### src/rtl/fetch_unit.sv
// ============================================================================
// Module   : fetch_unit
// Brief    : Instruction fetch stage: PC, synchronous program memory read,
//            one-cycle opcode issue strobe, jump load, run/pause/step, halt.
// Revision : 1.0 - initial release
// ============================================================================
`default_nettype none

module fetch_unit #(
  parameter int                ADDR_W   = 8,
  parameter int                DATA_W   = 8,
  parameter logic [ADDR_W-1:0] RESET_PC = '0,
  parameter logic [DATA_W-1:0] HALT_OP  = {DATA_W{1'b1}}
) (
  input  logic              clk,
  input  logic              rst_n,
  input  logic              run,
  input  logic              step,
  output logic              mem_rd,
  output logic [ADDR_W-1:0] mem_addr,
  input  logic [DATA_W-1:0] mem_data,
  input  logic              jump_take,
  input  logic [ADDR_W-1:0] jump_target,
  output logic [DATA_W-1:0] opcode,
  output logic              opcode_valid,
  output logic [ADDR_W-1:0] pc,
  output logic              halted,
  output logic [15:0]       retire_count
);

  typedef enum logic [2:0] {
    S_IDLE  = 3'd0,
    S_FETCH = 3'd1,
    S_WAIT  = 3'd2,
    S_ISSUE = 3'd3,
    S_HALT  = 3'd4
  } state_t;

  state_t            r_state;
  logic [ADDR_W-1:0] r_pc;
  logic [DATA_W-1:0] r_opcode;
  logic              r_opcode_valid;
  logic              r_mem_rd;
  logic              r_halted;
  logic [15:0]       r_retire;
  logic              r_step_prev;
  logic              r_single;
  logic              w_step_edge;

  assign w_step_edge = step & ~r_step_prev;

  always_ff @(posedge clk) begin
    if (!rst_n) begin
      r_state        <= S_IDLE;
      r_pc           <= RESET_PC;
      r_opcode       <= '0;
      r_opcode_valid <= 1'b0;
      r_mem_rd       <= 1'b0;
      r_halted       <= 1'b0;
      r_retire       <= '0;
      r_step_prev    <= 1'b0;
      r_single       <= 1'b0;
    end else begin
      r_step_prev    <= step;
      r_mem_rd       <= 1'b0;
      r_opcode_valid <= 1'b0;
      case (r_state)
        S_IDLE: begin
          // run takes priority; a step edge only counts while paused
          if (run) begin
            r_state  <= S_FETCH;
            r_mem_rd <= 1'b1;
          end else if (w_step_edge) begin
            r_state  <= S_FETCH;
            r_mem_rd <= 1'b1;
            r_single <= 1'b1;
          end
        end
        S_FETCH: r_state <= S_WAIT;
        S_WAIT: begin
          if (mem_data == HALT_OP) begin
            r_state  <= S_HALT;
            r_halted <= 1'b1;
          end else begin
            r_opcode       <= mem_data;
            r_opcode_valid <= 1'b1;
            r_state        <= S_ISSUE;
          end
        end
        S_ISSUE: begin
          r_retire <= r_retire + 16'd1;
          r_pc     <= jump_take ? jump_target : r_pc + 1'b1;
          r_single <= 1'b0;
          if (run && !r_single) begin
            r_state  <= S_FETCH;
            r_mem_rd <= 1'b1;
          end else begin
            r_state <= S_IDLE;
          end
        end
        S_HALT:  r_state <= S_HALT;
        default: r_state <= S_IDLE;
      endcase
    end
  end

  assign mem_addr     = r_pc;
  assign mem_rd       = r_mem_rd;
  assign opcode       = r_opcode;
  assign opcode_valid = r_opcode_valid;
  assign pc           = r_pc;
  assign halted       = r_halted;
  assign retire_count = r_retire;

endmodule

`default_nettype wire
### config.mk
export PLATFORM = sky130hd
export DESIGN_NAME = fetch_unit
export DESIGN_NICKNAME = d
export VERILOG_FILES = /design/src/rtl/fetch_unit.sv
export SDC_FILE = /design/constraint.sdc
export NUM_CORES = 1
export LEC_CHECK = 0
export ABC_AREA = 0
export CAP_MARGIN = 20
export CORE_MARGIN = 2
export CORE_UTILIZATION = 40
export DETAILED_ROUTE_END_ITERATION = 12
export HOLD_SLACK_MARGIN = 0.06
export PLACE_DENSITY = 0.85
export SYNTH_ARGS = -nofsm -noshare
export SYNTH_HDL_FRONTEND = slang
export SYNTH_SLANG_ARGS = --single-unit
### constraint.sdc
create_clock -name clk -period 1.4 [get_ports clk]
set_clock_uncertainty 0.1 [all_clocks]
set_input_delay 0.28 -clock clk [delete_from_list [all_inputs] [get_ports clk]]
set_output_delay 0.28 -clock clk [all_outputs]
set_load 0.01 [all_outputs]
======== Word level (Yosys, flattened, before mapping) ========
Index checks and enable logic that the tools add are counted.
Widths: inputs -> output; s select.
storage, ports and cells
  register bits ........................... 40
  bits of input ports ..................... 21
cells by class
  $add $sub $neg .......................... 2
  bitwise logic cells ..................... 3
  multiplexer cells ....................... 14
  reduce and logical (&&, ||, !) cells .... 8
  equal/unequal tests ..................... 8
operators by type and width
  cell                   number
  $add 16x1->16 const B  1
  $pmux 3 s5             1
  $mux 3                 3
  $add 8x1->8 const B    1
  $eq 8x8->1 const B     1
  $mux 8                 1
  $mux 1                 7
  $eq 3x2->1 const B     2
  $reduce_and 2->1       3
  $ne 2x2->1 const B     2
  $pmux 1 s2             2
  $eq 3x1->1 const B     1
  $eq 3x3->1 const B     1
  $logic_not 3->1        1
  $ne 3x3->1 const B     1
  $reduce_and 3->1       1
  $not 1->1              2
  $reduce_bool 2->1      1
  $and 1x1->1            1
  $logic_and 1x1->1      1
  $logic_not 1->1        1

======== Logic depth before layout (Yosys ltp) ========
  word-level depth ........................ 5
  gate-level depth with buffers ........... 7
  gate-level depth less buffers ........... 5

======== Worst setup path before layout ========
Ideal clock, no wire load.
  path type ............................... reg-to-reg
  start ................................... register r_retire[0] (netlist: retire_count[0])
  end ..................................... register r_retire[12] (netlist: retire_count[12])
  stages on the path, launching flop included .. 6
  path slack .............................. -0.181 ns
  arrival time ............................ 1.410 ns
  path through ............................ dfxtp_1 > ha_1 > and4b_2 > nand3_2 > or3_1 > a21oi_1
on the way
  longest elaborated chain between the ends .. 1
ends and longest elaborated chain
  item                    line  RTL
  start, declared         45    logic [15:0] r_retire;
  start signal, assigned  91    r_retire <= r_retire + 16'd1;
  $add 16x1->16           91
No other way between the ends.
A chain may end at the register's enable or synchronous reset.

======== Worst setup path after layout ========
Same ends and word-level chain as after synthesis.

==> out/results.txt <==
Worst setup path start - retire_count[0]$_SDFFE_PN0N_
Global-route wire length before repair - 8210 um
Avg Inst Size Synth - 8.54 um^2
Reg-to-reg endpoint - retire_count[12]$_SDFFE_PN0N_
Clock buffer count from CTS - 5
Vias in the first global route - 1,796
Period Utilization, post-route - 1.04
Synth Register Bits - 40
Share of Yosys cell area claimed by the top area cell type - 0.422
P_leak - 1.39 nW
Final WS setup - -0.0561 ns
DIE AREA - 0.00531 mm^2
Worst Path Required - 1.53 ns
Crit end category - flop
Failing checks - negative setup slack
Routability cong. - 0.833
Sequential area share after synthesis - 0.422
Met3 wire len - 201 um
Top FF cell, synth - dfxtp_1
Status - finished, violations left
Via count - 1,916
Core Box Area - 0.00466 mm^2
CP Capture Point - retire_count[12]$_SDFFE_PN0N_
Die Wd - 72.9 um
Gr ovfl total - 0
R2R Setup Slk - -0.06 ns
I/O Pins - 64
Reg2reg start - retire_count[0]$_SDFFE_PN0N_
WL met2 - 2460 um
Clk sinks - 40
Fraction of registers with async set/reset - 0
Crit path time final - 1.46 ns
Final setup viols - 4
ANT cells - 0
Fin cells - 370
Initial DRT Pass Iterations - 4
Placed Cells - 356
Worst hold-check path type - in -> reg
Peak supply drop - 0.000715 V
Final hold vios - 0
Max Freq - 0.687 GHz
Largest net degree at the start of global routing - 22
Fin. max-slew vios - 0
DRT met1 WL - 2190 um
EDFF count, synth - 0
Area contributors post-synth - dfxtp_1 (42%), nor2_1 (5.5%), mux2i_1 (4.7%), buf_4 (4.0%), a21oi_1 (3.7%)
Critical path fanouts, max - 5
Total global-route track usage - 0.202
# rows - 25
Max_cap viols - 0
Critical path class - reg -> reg
Final core utilization - 0.657
Cells on worst reg2reg path - 5
CP arrival - 1.58 ns
Unrepaired setup endpoints after global routing - yes
Hold Slack - 0.167 ns
Die Height - 72.9 um
Cell Pwr Density - 865 mW/mm^2
Cell taking the most area after synthesis - dfxtp_1
Cells after synthesis - 222
CTS tree - built
Per-cell routed wire length - 13.5 um
Area growth syn-to-layout - 61.5%
Post-Syn Area - 0.00190 mm^2
Initial antenna violation count - 0
Final net count - 338
CTS Hold Bufs - 0
Vias per cell - 5.18
Worst setup SP type - flop
Bufs on Longest Clock Path - 2
DPL Wire Length - 3580 um
Post-synthesis cell type count - 43
Fraction of layout cells with a size suffix above 1 - 0.316
Yosys warning total - 0
H-tree Lvls - 2
CTS clk-pin slew, worst paths - 0.08 ns
Antenna Nets Post-Route - 0
Clock tree root driver cell - clkbuf_8
Max-Slew Margin vs Limit - 0.808
Post-Route WL - 5010 um
Number of port buffers - 63
Synth Net Count - 245
Initial Util - 0.407
Clk_lat worst skew - 0.30 ns
Synth top cells by count - dfxtp_1 (40), nor2_1 (28), nand2_1 (17)
Least-Margin Pin Slew - 0.285 ns
DRC Markers - 0
Top Metal Used - met4
DR iter-0 viols - 72
Most common cell in the netlist - dfxtp_1
==> state kept, by name (all words and copies together) (netlist names) <==
signal,flops
halted,1
mem_addr,8
mem_rd,1
opcode,8
opcode_valid,1
r_single,1
r_state,3
r_step_prev,1
retire_count,16
==> placed cells by master, fill, tap and decap left out, drive strengths merged, types with 4 or more instances in the layout <==
cell           netlist  layout
nand2b               6       6
buf                 14      44
or3                  6       6
mux2i                9       9
dfxtp               40      40
xor2                 5       5
clkdlybuf4s50        0      12
clkbuf               6       6
nor2                28      28
xnor2                4       4
nand2               17      17
nand4                9       9
o21ai               13      13
inv                  3       4
dlygate4sd2          0      46
nand3                7       7
a21oi               14      14
==> worst min path at each step <==
stage                            from                     end  cells after the start
2_1_floorplan                    step  r_step_prev$_SDFF_PN0_                      1
3_3_place_gp   opcode[3]$_SDFFE_PN0P_  opcode[3]$_SDFFE_PN0P_                      2
3_5_place_dp   opcode[3]$_SDFFE_PN0P_  opcode[3]$_SDFFE_PN0P_                      2
4_1_cts                   mem_data[4]  opcode[4]$_SDFFE_PN0P_                      3
5_1_grt                   mem_data[1]  opcode[1]$_SDFFE_PN0P_                      3
6_report                  mem_data[1]  opcode[1]$_SDFFE_PN0P_                      3
==> worst max-delay path: stages (launching register included) <==
cell	delay (ns)
dfxtp_4	0.37
ha_4	0.13
and4b_2	0.26
nand3_4	0.09
or3_1	0.31
a21oi_1	0.13
==> logic make-up (layout without fill, tap and decap cells) <==
| group | Yosys count | in the layout | synth area share |
|---|---|---|---|
| and+or+nand+nor | 96 | 96 | 0.268 |
| AOI/OAI and AO/OA | 43 | 43 | 0.136 |
| DFF | 40 | 40 | 0.422 |
| buffers and inverters | 23 | 117 | 0.0712 |
| xor gates and xnor gates | 9 | 9 | 0.0416 |
| muxes | 9 | 9 | 0.0475 |
| adders and majority gates | 2 | 2 | 0.0132 |
==> metal layers <==
metal / vias up / global-route usage
met2: 57 / 0.327
met3: 11 / 0.0483
met1: 883 / 0.243
met5: - / 0
met4: 0 / 0.117
li1: 965 / -
==> metrics by stage <==
stage,setup slack [ns],total power [mW],cell area (um^2),TNS (ns)
after floorplan,-0.0491,1.47,1940,-0.0981
after global placement,-0.306,1.68,2800,-5.80
after detailed placement,-0.338,1.69,2800,-6.59
after CTS,-0.0607,2.62,2910,-0.122
after global routing,-0.113,2.78,3060,-0.745
final,-0.0561,2.65,3060,-0.102
==> power by group <==
part           internal [mW]  switching (mW)  leakage [nW]
Clock                  0.529           0.422        0.0585
Sequential              1.18          0.0477         0.337
Combinational          0.260           0.211         0.995
==> what timing repair did <==
item,in CTS,in global routing
pin swaps,8,20
setup buffers,0,6
endpoints found under the setup margin,66,31
resized for setup,79,31
==> final cells by class <==
cell class              count  area (um^2)
flip-flops and latches     40          850
multi-input cells         159         1100
clock inverters             3         41.3
inverters                   3         11.3
clock buffers               5         68.8
fillers                   367         1600
repair buffers            106          922
well taps                  54         67.6
No activity file was read; power rests on OpenSTA's default activity.
